==> src/rtl/huffman_pkg.sv <==
// Shared types and width helpers for the canonical Huffman stream decoder.
// Error-cause codes distinguish an overlong code from an out-of-range symbol index.
package huffman_pkg;

    typedef enum logic [1:0] {
        ST_IDLE,
        ST_DECODE,
        ST_OUT
    } state_t;

    localparam logic [1:0] ERR_NONE      = 2'd0;
    localparam logic [1:0] ERR_OVERLONG  = 2'd1;
    localparam logic [1:0] ERR_BAD_INDEX = 2'd2;

    function automatic int idx_w(input int num_syms);
        return $clog2(num_syms);
    endfunction

    function automatic int len_w(input int max_len);
        return $clog2(max_len + 1);
    endfunction

    function automatic int cnt_w(input int num_syms);
        return $clog2(num_syms + 1);
    endfunction

endpackage

==> src/rtl/huffman_code_table.sv <==
// Run-time loaded code-length count table and canonical symbol table.
// Synchronous writes, combinational reads; count entry 0 and out-of-range reads return 0.
module huffman_code_table #(
    parameter int SYM_W    = 5,
    parameter int NUM_SYMS = 18,
    parameter int MAX_LEN  = 8,
    parameter int IDX_W    = 5,
    parameter int LEN_W    = 4,
    parameter int CNT_W    = 5
) (
    input  logic             clk,
    input  logic             cnt_we,
    input  logic [LEN_W-1:0] cnt_addr,
    input  logic [CNT_W-1:0] cnt_data,
    input  logic             sym_we,
    input  logic [IDX_W-1:0] sym_addr,
    input  logic [SYM_W-1:0] sym_data,
    input  logic [LEN_W-1:0] rd_len,
    input  logic [IDX_W-1:0] rd_idx,
    output logic [CNT_W-1:0] rd_cnt,
    output logic [SYM_W-1:0] rd_sym
);

    logic [CNT_W-1:0] cnt_mem [MAX_LEN+1];
    logic [SYM_W-1:0] sym_mem [NUM_SYMS];

    // Contents are intentionally not reset so a loaded table survives a control reset.
    always_ff @(posedge clk) begin
        if (cnt_we && int'(cnt_addr) >= 1 && int'(cnt_addr) <= MAX_LEN)
            cnt_mem[cnt_addr] <= cnt_data;
        if (sym_we && int'(sym_addr) < NUM_SYMS)
            sym_mem[sym_addr] <= sym_data;
    end

    assign rd_cnt = (int'(rd_len) >= 1 && int'(rd_len) <= MAX_LEN) ? cnt_mem[rd_len] : '0;
    assign rd_sym = (int'(rd_idx) < NUM_SYMS) ? sym_mem[rd_idx] : '0;

endmodule

==> src/rtl/huffman_stream_decoder.sv <==
// Bit-serial canonical Huffman decoder; symbol valid one cycle after the last code bit, held under out_ready=0.
// bit_ready is a pure state decode; HUFFMAN_DEC_ERR_EN adds the err_out pulse and an output assertion.
module huffman_stream_decoder
    import huffman_pkg::*;
#(
    parameter int SYM_W    = 5,
    parameter int NUM_SYMS = 18,
    parameter int MAX_LEN  = 8,
    parameter int IDX_W    = idx_w(NUM_SYMS),
    parameter int LEN_W    = len_w(MAX_LEN),
    parameter int CNT_W    = cnt_w(NUM_SYMS)
) (
    input  logic             clk,
    input  logic             rst,
    input  logic             enable,
    input  logic             cnt_we,
    input  logic [LEN_W-1:0] cnt_addr,
    input  logic [CNT_W-1:0] cnt_data,
    input  logic             sym_we,
    input  logic [IDX_W-1:0] sym_addr,
    input  logic [SYM_W-1:0] sym_data,
    input  logic             bit_in,
    input  logic             bit_valid,
    output logic             bit_ready,
    output logic [SYM_W-1:0] symbol_out,
    output logic [LEN_W-1:0] len_out,
    output logic             valid_out,
    input  logic             out_ready
`ifdef HUFFMAN_DEC_ERR_EN
    ,
    output logic             err_out
`endif
);

    localparam int CODE_W = MAX_LEN + 1;
    localparam int SUM_W  = ((CODE_W > IDX_W + 1) ? CODE_W : IDX_W + 1) + 1;
    localparam logic [LEN_W-1:0] MAX_LEN_L = LEN_W'(MAX_LEN);

    state_t             state, state_nxt;
    logic [CODE_W-1:0]  code_q, code_nxt, first_q, first_nxt;
    logic [IDX_W:0]     index_q, index_nxt;
    logic [LEN_W-1:0]   len_q, len_nxt, len_inc;
    logic [CODE_W-1:0]  code_shift, diff;
    logic [SUM_W-1:0]   sym_idx;
    logic [CNT_W-1:0]   rd_cnt;
    logic [SYM_W-1:0]   rd_sym;
    logic               match, idx_bad, err, clr, latch;
    logic [1:0]         err_cause;

    huffman_code_table #(
        .SYM_W(SYM_W), .NUM_SYMS(NUM_SYMS), .MAX_LEN(MAX_LEN),
        .IDX_W(IDX_W), .LEN_W(LEN_W), .CNT_W(CNT_W)
    ) u_table (
        .clk      (clk),
        .cnt_we   (cnt_we & ~enable),
        .cnt_addr (cnt_addr),
        .cnt_data (cnt_data),
        .sym_we   (sym_we & ~enable),
        .sym_addr (sym_addr),
        .sym_data (sym_data),
        .rd_len   (len_inc),
        .rd_idx   (sym_idx[IDX_W-1:0]),
        .rd_cnt   (rd_cnt),
        .rd_sym   (rd_sym)
    );

    // Candidate values for the bit being offered this cycle; a negative code-first is never a match.
    assign len_inc    = len_q + 1'b1;
    assign code_shift = {code_q[CODE_W-2:0], bit_in};
    assign diff       = code_shift - first_q;
    assign match      = (code_shift >= first_q) && (diff < CODE_W'(rd_cnt));
    assign sym_idx    = SUM_W'(index_q) + SUM_W'(diff);
    assign idx_bad    = sym_idx >= SUM_W'(NUM_SYMS);

    always_comb begin
        err_cause = ERR_NONE;
        if (match && idx_bad)
            err_cause = ERR_BAD_INDEX;
        else if (!match && len_inc == MAX_LEN_L)
            err_cause = ERR_OVERLONG;
    end

    assign err       = (err_cause != ERR_NONE);
    assign bit_ready = (state == ST_DECODE);
    assign valid_out = (state == ST_OUT);

    always_comb begin
        state_nxt = state;
        code_nxt  = code_q;
        first_nxt = first_q;
        index_nxt = index_q;
        len_nxt   = len_q;
        clr       = 1'b0;
        latch     = 1'b0;
        case (state)
            ST_IDLE: begin
                if (enable) begin
                    clr       = 1'b1;
                    state_nxt = ST_DECODE;
                end
            end
            ST_DECODE: begin
                if (bit_valid) begin
                    if (err) begin
                        clr = 1'b1;
                    end else if (match) begin
                        latch     = 1'b1;
                        state_nxt = ST_OUT;
                    end else begin
                        len_nxt   = len_inc;
                        code_nxt  = code_shift;
                        index_nxt = index_q + (IDX_W+1)'(rd_cnt);
                        first_nxt = (first_q + CODE_W'(rd_cnt)) << 1;
                    end
                end
            end
            ST_OUT: begin
                if (out_ready) begin
                    clr       = 1'b1;
                    state_nxt = ST_DECODE;
                end
            end
            default: state_nxt = ST_IDLE;
        endcase
        // Dropping enable abandons any partial code or pending symbol.
        if (!enable) begin
            state_nxt = ST_IDLE;
            latch     = 1'b0;
        end
        if (clr) begin
            code_nxt  = '0;
            first_nxt = '0;
            index_nxt = '0;
            len_nxt   = '0;
        end
    end

    always_ff @(posedge clk or posedge rst) begin
        if (rst) begin
            state      <= ST_IDLE;
            code_q     <= '0;
            first_q    <= '0;
            index_q    <= '0;
            len_q      <= '0;
            symbol_out <= '0;
            len_out    <= '0;
        end else begin
            state   <= state_nxt;
            code_q  <= code_nxt;
            first_q <= first_nxt;
            index_q <= index_nxt;
            len_q   <= len_nxt;
            if (latch) begin
                symbol_out <= rd_sym;
                len_out    <= len_inc;
            end
        end
    end

`ifdef HUFFMAN_DEC_ERR_EN
    always_ff @(posedge clk or posedge rst) begin
        if (rst)
            err_out <= 1'b0;
        else
            err_out <= (state == ST_DECODE) && enable && bit_valid && err;
    end

    a_len_legal: assert property (@(posedge clk) disable iff (rst)
        valid_out |-> (len_out >= LEN_W'(1) && len_out <= MAX_LEN_L));
`endif

endmodule

==> config.mk <==
export PLATFORM = sky130hd
export DESIGN_NAME = huffman_stream_decoder
export DESIGN_NICKNAME = d
export VERILOG_FILES = /design/src/rtl/huffman_pkg.sv /design/src/rtl/huffman_code_table.sv /design/src/rtl/huffman_stream_decoder.sv
export SDC_FILE = /design/constraint.sdc
export NUM_CORES = 1
export LEC_CHECK = 0
export CORE_MARGIN = 5
export CORE_UTILIZATION = 65
export CTS_CLUSTER_SIZE = 12
export DETAILED_ROUTE_END_ITERATION = 16
export HOLD_SLACK_MARGIN = 0.15
export PLACE_DENSITY = 0.95
export SYNTH_ARGS = -nofsm -noshare
export SYNTH_HDL_FRONTEND = slang
export SYNTH_HIERARCHICAL = 1
export SYNTH_SLANG_ARGS = --single-unit
export TNS_END_PERCENT = 30
==> constraint.sdc <==
create_clock -name clk -period 7.02 [get_ports clk]
set_clock_uncertainty 0.1 [all_clocks]
set_input_delay 1.404 -clock clk [delete_from_list [all_inputs] [get_ports clk]]
set_output_delay 1.404 -clock clk [all_outputs]
set_load 0.02 [all_outputs]
### After elaboration in Yosys (flattened, before gate mapping)

Memory sizes are Yosys's and may differ from the RTL's. A register that Yosys moved wholly into a read port is not among the register bits.
Index checks and enable logic that the tools add are counted.
Widths: inputs -> output; s select.

* muxes and demuxes: 43
* $add $sub $neg: 5
* reduce and logical (&&, ||, !) cells: 14
* equal/unequal tests: 9
* bitwise gates (word level): 3
* magnitude comparators: 8

Operators with widths (number)
* $mux 9: 5
* $mux 8: 5
* $mux 6: 5
* $mux 4: 5
* $mux 1: 14
* $mux 2: 6
* $add 6x9->10: 1
* $ge 10x5->1 const B: 1
* $ge 9x9->1: 1
* $lt 9x5->1: 1
* $sub 9x9->9: 1
* $add 8x5->8: 1
* $ge 4x1->1 const B: 2
* $le 4x4->1 const B: 2
* $reduce_and 4->1: 2
* $logic_and 1x1->1: 7
* $add 6x5->6: 1
* $ne 3x2->1 const B: 2
* $ne 3x3->1 const B: 2
* $pmux 2 s3: 1
* $reduce_bool 2->1: 3
* $lt 5x5->1 const B: 1
* $mux 5: 1
* $add 4x1->4 const B: 1
* 9 further kinds: 11

* input port bits: 27
* memory bits (writable): 135
* memories: 2
* word-level logic and storage cells: 90
* output and inout bits: 11
* flip-flop bits (word level): 33

Memory list
* u_table.sym_mem: words 18, width 5, read ports 1, clocked after memory_dff 1, write ports 1, line huffman_code_table.sv:25 `logic [SYM_W-1:0] sym_mem [NUM_SYMS];`
* u_table.cnt_mem: words 9, width 5, read ports 1, clocked after memory_dff 0, write ports 1, line huffman_code_table.sv:24 `logic [CNT_W-1:0] cnt_mem [MAX_LEN+1];`

### Longest topological paths before layout

* depth in word-level cells: 16
* gate-level depth with buffers: 16
* depth with buffers taken out: 14

### By module

Netlist, hierarchy kept.

Modules (own cells, without submodules)
* huffman_code_table: area an instance 5475.3 um^2, seq. area each 4053.9 um^2, cells each 294, times used 1
* huffman_stream_decoder: area an instance 2696.3 um^2, seq. area each 925.9 um^2, cells each 289, times used 1

### Worst setup path after synthesis

Ideal clock, no wire load.

* kind: register to register
* start: register len_q[0]
* end: register len_out[0]
* setup time: 0.125 ns
* stages on the path, launching flop included: 15
* path slack: 2.847 ns
* arrival: 3.948 ns
* clock period less this slack: 4.173 ns
* buffers on the path: 1
* cell sequence: dfrtp_1 ha_1 xor2_1 clkbuf_1 nor3_1 or2_2 o21ai_0 inv_1 ha_1 a211oi_1 o21bai_1 a2111oi_2 nand4_2 nor2_8 mux2_2

* word-level cells in the longest chain between the ends: 15
* elaborated cells between the ends (all ways): 20

RTL lines
* start, declared: line huffman_stream_decoder.sv:42 `logic [LEN_W-1:0] len_q, len_nxt, len_inc;`
* start signal, assigned: line huffman_stream_decoder.sv:152 `len_q <= len_nxt;`
* $add 4x1->4 *: line huffman_stream_decoder.sv:68 `assign len_inc = len_q + 1'b1;`
* net len_inc[2]: line huffman_stream_decoder.sv:42
* $ge 4x1->1 or $le 4x4->1 (tied branches): line huffman_code_table.sv:35 `assign rd_cnt = (int'(rd_len) >= 1 && int'(rd_len) <= MAX_LEN) ? cnt_mem[rd_len] : '0;`
* $logic_and 1x1->1: line huffman_code_table.sv:35
* $mux 5 *: line huffman_code_table.sv:35
* net rd_cnt[1]: line huffman_stream_decoder.sv:45 `logic [CNT_W-1:0] rd_cnt;`
* $lt 9x5->1 *: line huffman_stream_decoder.sv:71 `assign match = (code_shift >= first_q) && (diff < CODE_W'(rd_cnt));`
* $logic_and 1x1->1 *: line huffman_stream_decoder.sv:71
* $logic_not 1->1: line huffman_stream_decoder.sv:79 `else if (!match && len_inc == MAX_LEN_L)`
* $logic_and 1x1->1: line huffman_stream_decoder.sv:79
* $mux 1: line huffman_stream_decoder.sv:79
* $mux 2: line huffman_stream_decoder.sv:77 `if (match && idx_bad)`
* $reduce_bool 2->1: line huffman_stream_decoder.sv:83 `assign err = (err_cause != ERR_NONE);`
* $mux 1 *: line huffman_stream_decoder.sv:104 `if (err) begin`
* $mux 1 *: line huffman_stream_decoder.sv:103 `if (bit_valid) begin`
* $mux 1 *: line huffman_stream_decoder.sv:95 `case (state)`
* $mux 1 *: line huffman_stream_decoder.sv:126 `if (!enable) begin`
* end signal, assigned: line huffman_stream_decoder.sv:155 `len_out <= len_inc;`
* end, declared: line huffman_stream_decoder.sv:26 `output logic [LEN_W-1:0] len_out,`

The timed path passes the listed nets; every way through them passes the cells marked *.
A chain may end at the register's enable or synchronous reset.

### Final worst setup path

* start: register len_q[0]
* end: register index_q[1]

* word-level cells in the longest chain between the ends: 16
* elaborated cells between the ends (all ways): 29

RTL lines
* $add 4x1->4 *: line huffman_stream_decoder.sv:68
* net len_inc[2]: line huffman_stream_decoder.sv:42
* $ge 4x1->1 or $le 4x4->1 (tied branches): line huffman_code_table.sv:35
* $logic_and 1x1->1: line huffman_code_table.sv:35
* $mux 5 *: line huffman_code_table.sv:35
* net rd_cnt[1]: line huffman_stream_decoder.sv:45
* $lt 9x5->1: line huffman_stream_decoder.sv:71
* $logic_and 1x1->1: line huffman_stream_decoder.sv:71
* [2 not listed]
* $mux 1: line huffman_stream_decoder.sv:79
* $mux 2: line huffman_stream_decoder.sv:77
* $reduce_bool 2->1: line huffman_stream_decoder.sv:83
* $mux 1: line huffman_stream_decoder.sv:104
* $mux 1: line huffman_stream_decoder.sv:103
* $pmux 1 s3: line huffman_stream_decoder.sv:95
* $ne 2x1->1 (no source line) or $reduce_bool 2->1 (tied branches)
* $reduce_and 4->1 (no source line)
* end signal, assigned: line huffman_stream_decoder.sv:151 `index_q <= index_nxt;`
* end, declared: line huffman_stream_decoder.sv:41 `logic [IDX_W:0] index_q, index_nxt;`

The timed path passes the listed nets; every way through them passes the cells marked *. The select of a mux whose other input is x is not followed.

==> flow_metrics.py <==
metrics = {
    "hold_path": {
        "holdCritPathClass": "reg -> reg",
    },
    "layout": {
        "final_cell_area_mm2": 0.00929,
        "layout_commonest_cell": "edfxtp_1",
        "nFillCells": 648,
        "layout_common_cells": "135 x edfxtp_1, 52 x nand2_1, 44 x nor2_1, 37 x dfrtp_1, 37 x clkdlybuf4s50_1",
        "nNetsFinal": 690,
        "antenna_cells": 0,
        "syn_to_final_growth_pct": 13.7,
        "drive_gt1_share_pct": 11.0,
    },
    "clocking": {
        "cts_htree_levels": 4,
        "cts-resized-gates": 0,
        "clk_path_buf_depth": 2,
        "cts_made_buffers": 17,
        "clock-sinks": 172,
        "postCtsHoldBufs": 0,
        "post_cts_buffers": 0,
        "clk_latency_ps": 420,
        "clkTransAtPathRegs_ps": 70,
        "ctsRootBufferMaster": "clkbuf_16",
        "cts_tree": "built",
    },
    "synth": {
        "yosysTopAreaCellShare_pct": 49.6,
        "synthArstFlopShare_pct": 21.5,
        "syn_area_mm2": 0.00817,
        "ys_seq_area_share_pct": 60.9,
        "ys_top_cells_by_area": "edfxtp_1 50%, dfrtp_1 11%, ha_1 4.4%",
        "netlist_instances": 583,
        "synth_seq_cells": 172,
        "synth_edf_count": 135,
        "synth_cell_types": 67,
        "yosysWarnings": 6,
        "avgSynthCellArea_um2": 14.0,
        "synthFlopType": "edfxtp_1",
        "synth_top_area_cell": "edfxtp_1",
    },
    "power": {
        "leakagePower_nw": 3.49,
        "ir_drop_mv": 0.210,
        "powerDensity_mw_per_mm2": 366,
        "p_total_mw": 3.40,
    },
    "route": {
        "drtIter0Drc": 781,
        "vias": 5416,
        "totalWireLength_um": 19400,
        "dr.pass1.iters": 6,
        "drc": 0,
        "viasPerCell": 6.65,
        "wire_per_inst_um": 23.8,
        "drtAntennaViolNets": 0,
    },
    "placement": {
        "dp_hpwl_um": 11900,
        "io_buffers": 37,
        "gp_congestion": 0.910,
        "place_area_mm2": 0.00870,
    },
    "setup_path": {
        "required_ps": 7150,
        "end_kind": "flip-flop",
        "crit_type": "reg -> reg",
        "critPathMaxFanout": 25,
        "start_kind": "flip-flop",
        "regToRegSetupSlack_ps": 1380,
        "worstPathArrival_ps": 5770,
    },
    "timing": {
        "max_freq_ghz": 0.177,
        "period_needed_ps": 5640,
        "finalMaxSlewViolations": 0,
        "relSlewSlack_pct": 13.7,
        "grt_setup_unrepaired": "false",
        "period_share_pct": 80.4,
        "fin_setup_tns_ps": 0,
        "worst_pin_slew_ps": 1290,
        "setup_viol": 0,
        "final_hold_viol_count": 0,
    },
    "die": {
        "start_util_pct": 65.6,
        "dieArea_mm2": 0.0149,
        "num_rows": 41,
        "die_height_um": 122,
        "core-area_mm2": 0.0125,
        "ios": 38,
        "fp.dieW_um": 122,
    },
    "job": {
        "max-cap-violations": 0,
    },
    "global_route": {
        "antenna_found_initial": 0,
        "grt_max_degree": 38,
        "grt_usage_pct": 27.8,
        "grt_pass1_wl_um": 30400,
        "gr-total-overflow": 0,
        "grt_pass1_vias": 5436,
    },
    "outcome": {
        "status": "finished, final reports clean",
    },
}
metrics by stage:
| step | cells | worst slack, ps | hold slack, ps | util [%] |
|---|---|---|---|---|
| after floorplan | 587 | 2850 | 396 | - |
| after global placement | 783 | 2150 | 373 | 69.8 |
| after detailed placement | 783 | 1820 | 395 | 69.8 |
| after CTS | 815 | 1460 | 398 | 74.5 |
| after global routing | 815 | 1030 | 425 | 74.5 |
| final | 815 | 1380 | 398 | 74.5 |
state kept, by name, summed over array words and instances (netlist names):
name	count
code_q	8
index_q	6
u_table/cnt_mem	45
state	2
first_q	8
u_table/sym_mem	90
len_out	4
symbol_out	5
len_q	4
worst max-delay path, stage by stage, from the launching register on:
cell and delay (ps):
dfrtp_1 440, ha_1 280, xor2_1 630, nor3_1 160, or2_2 360, o21ai_0 530, inv_1 100, ha_1 330
a211oi_1 290, o21bai_1 130, a2111oi_2 790, nand4b_1 210, o211ai_2 920, a21oi_1 170
final timing paths:
check	start	end	cells past startpoint
worst max-delay path	len_q[0]	index_q[1]	13
worst min-delay path	len_out[3]	len_out[3]	1
worst max register to register	len_q[0]	index_q[1]	13
worst min register to register	len_out[3]	len_out[3]	1
max in group asynchronous	rst	first_q[3]	3
min in group asynchronous	rst	symbol_out[3]	3
area by class of cell:
class                           count  area (um2)  area share, %
Tap cell                          172         215           2.32
Timing Repair Buffer               41         400           4.31
Sequential cell                   172        4980           53.6
Clock buffer                       17         425           4.58
Inverter                           21        78.8          0.849
Multi-Input combinational cell    377        3020           32.6
Clock inverter                     15         165           1.78
logic make-up (layout without fill, tap and decap cells):
kind of cell	after synthesis	in the layout	share of synthesized area [%]
other	1	5	0.0459
multiplexers	65	65	11.7
buffers and inverters	38	94	2.31
adder cells (fa/ha/maj)	33	33	5.42
flip-flops	172	172	60.9
XOR/XNOR	14	14	1.50
AND/OR/NAND/NOR	166	166	10.1
AO/OA/AOI/OAI	94	94	8.04
synthesized netlist by cell type, types with 3 or more instances:
master       n
edfxtp_1   135
nand2_1     52
nor2_1      44
dfrtp_1     37
mux2i_1     33
a21oi_1     30
ha_1        29
inv_1       21
o21ai_0     12
nand3_1     11
nor3_1      11
mux4_1      10
mux4_2      10
nor2b_1     10
xnor2_1     10
mux2_2       9
nand2b_1     8
a211oi_1     7
buf_2        7
nand3b_1     7
a21o_1       6
buf_4        5
o21bai_1     5
fa_1         4
o221ai_1     4
or2_2        4
xor2_1       4
a2bb2oi_1    3
and2_1       3
clkbuf_1     3
mux2_1       3
or3b_2       3
report_power, final:
group / internal [mW] / leakage [nW] / switching, mW
sequential: 1.14 / 1.72 / 0.0395
combinational: 0.521 / 1.48 / 0.767
clock: 0.531 / 0.291 / 0.398
layer usage:
| metal | GRT usage, % | vias up | wire [um] |
|---|---|---|---|
| li1 | - | 2307 | - |
| met5 | 0 | - | 0 |
| met3 | 5.80 | 69 | 1610 |
| met2 | 47.7 | 371 | 9890 |
| met1 | 35.6 | 2669 | 7230 |
| met4 | 9.45 | 0 | 666 |
Power figures use the tool's default switching activity.
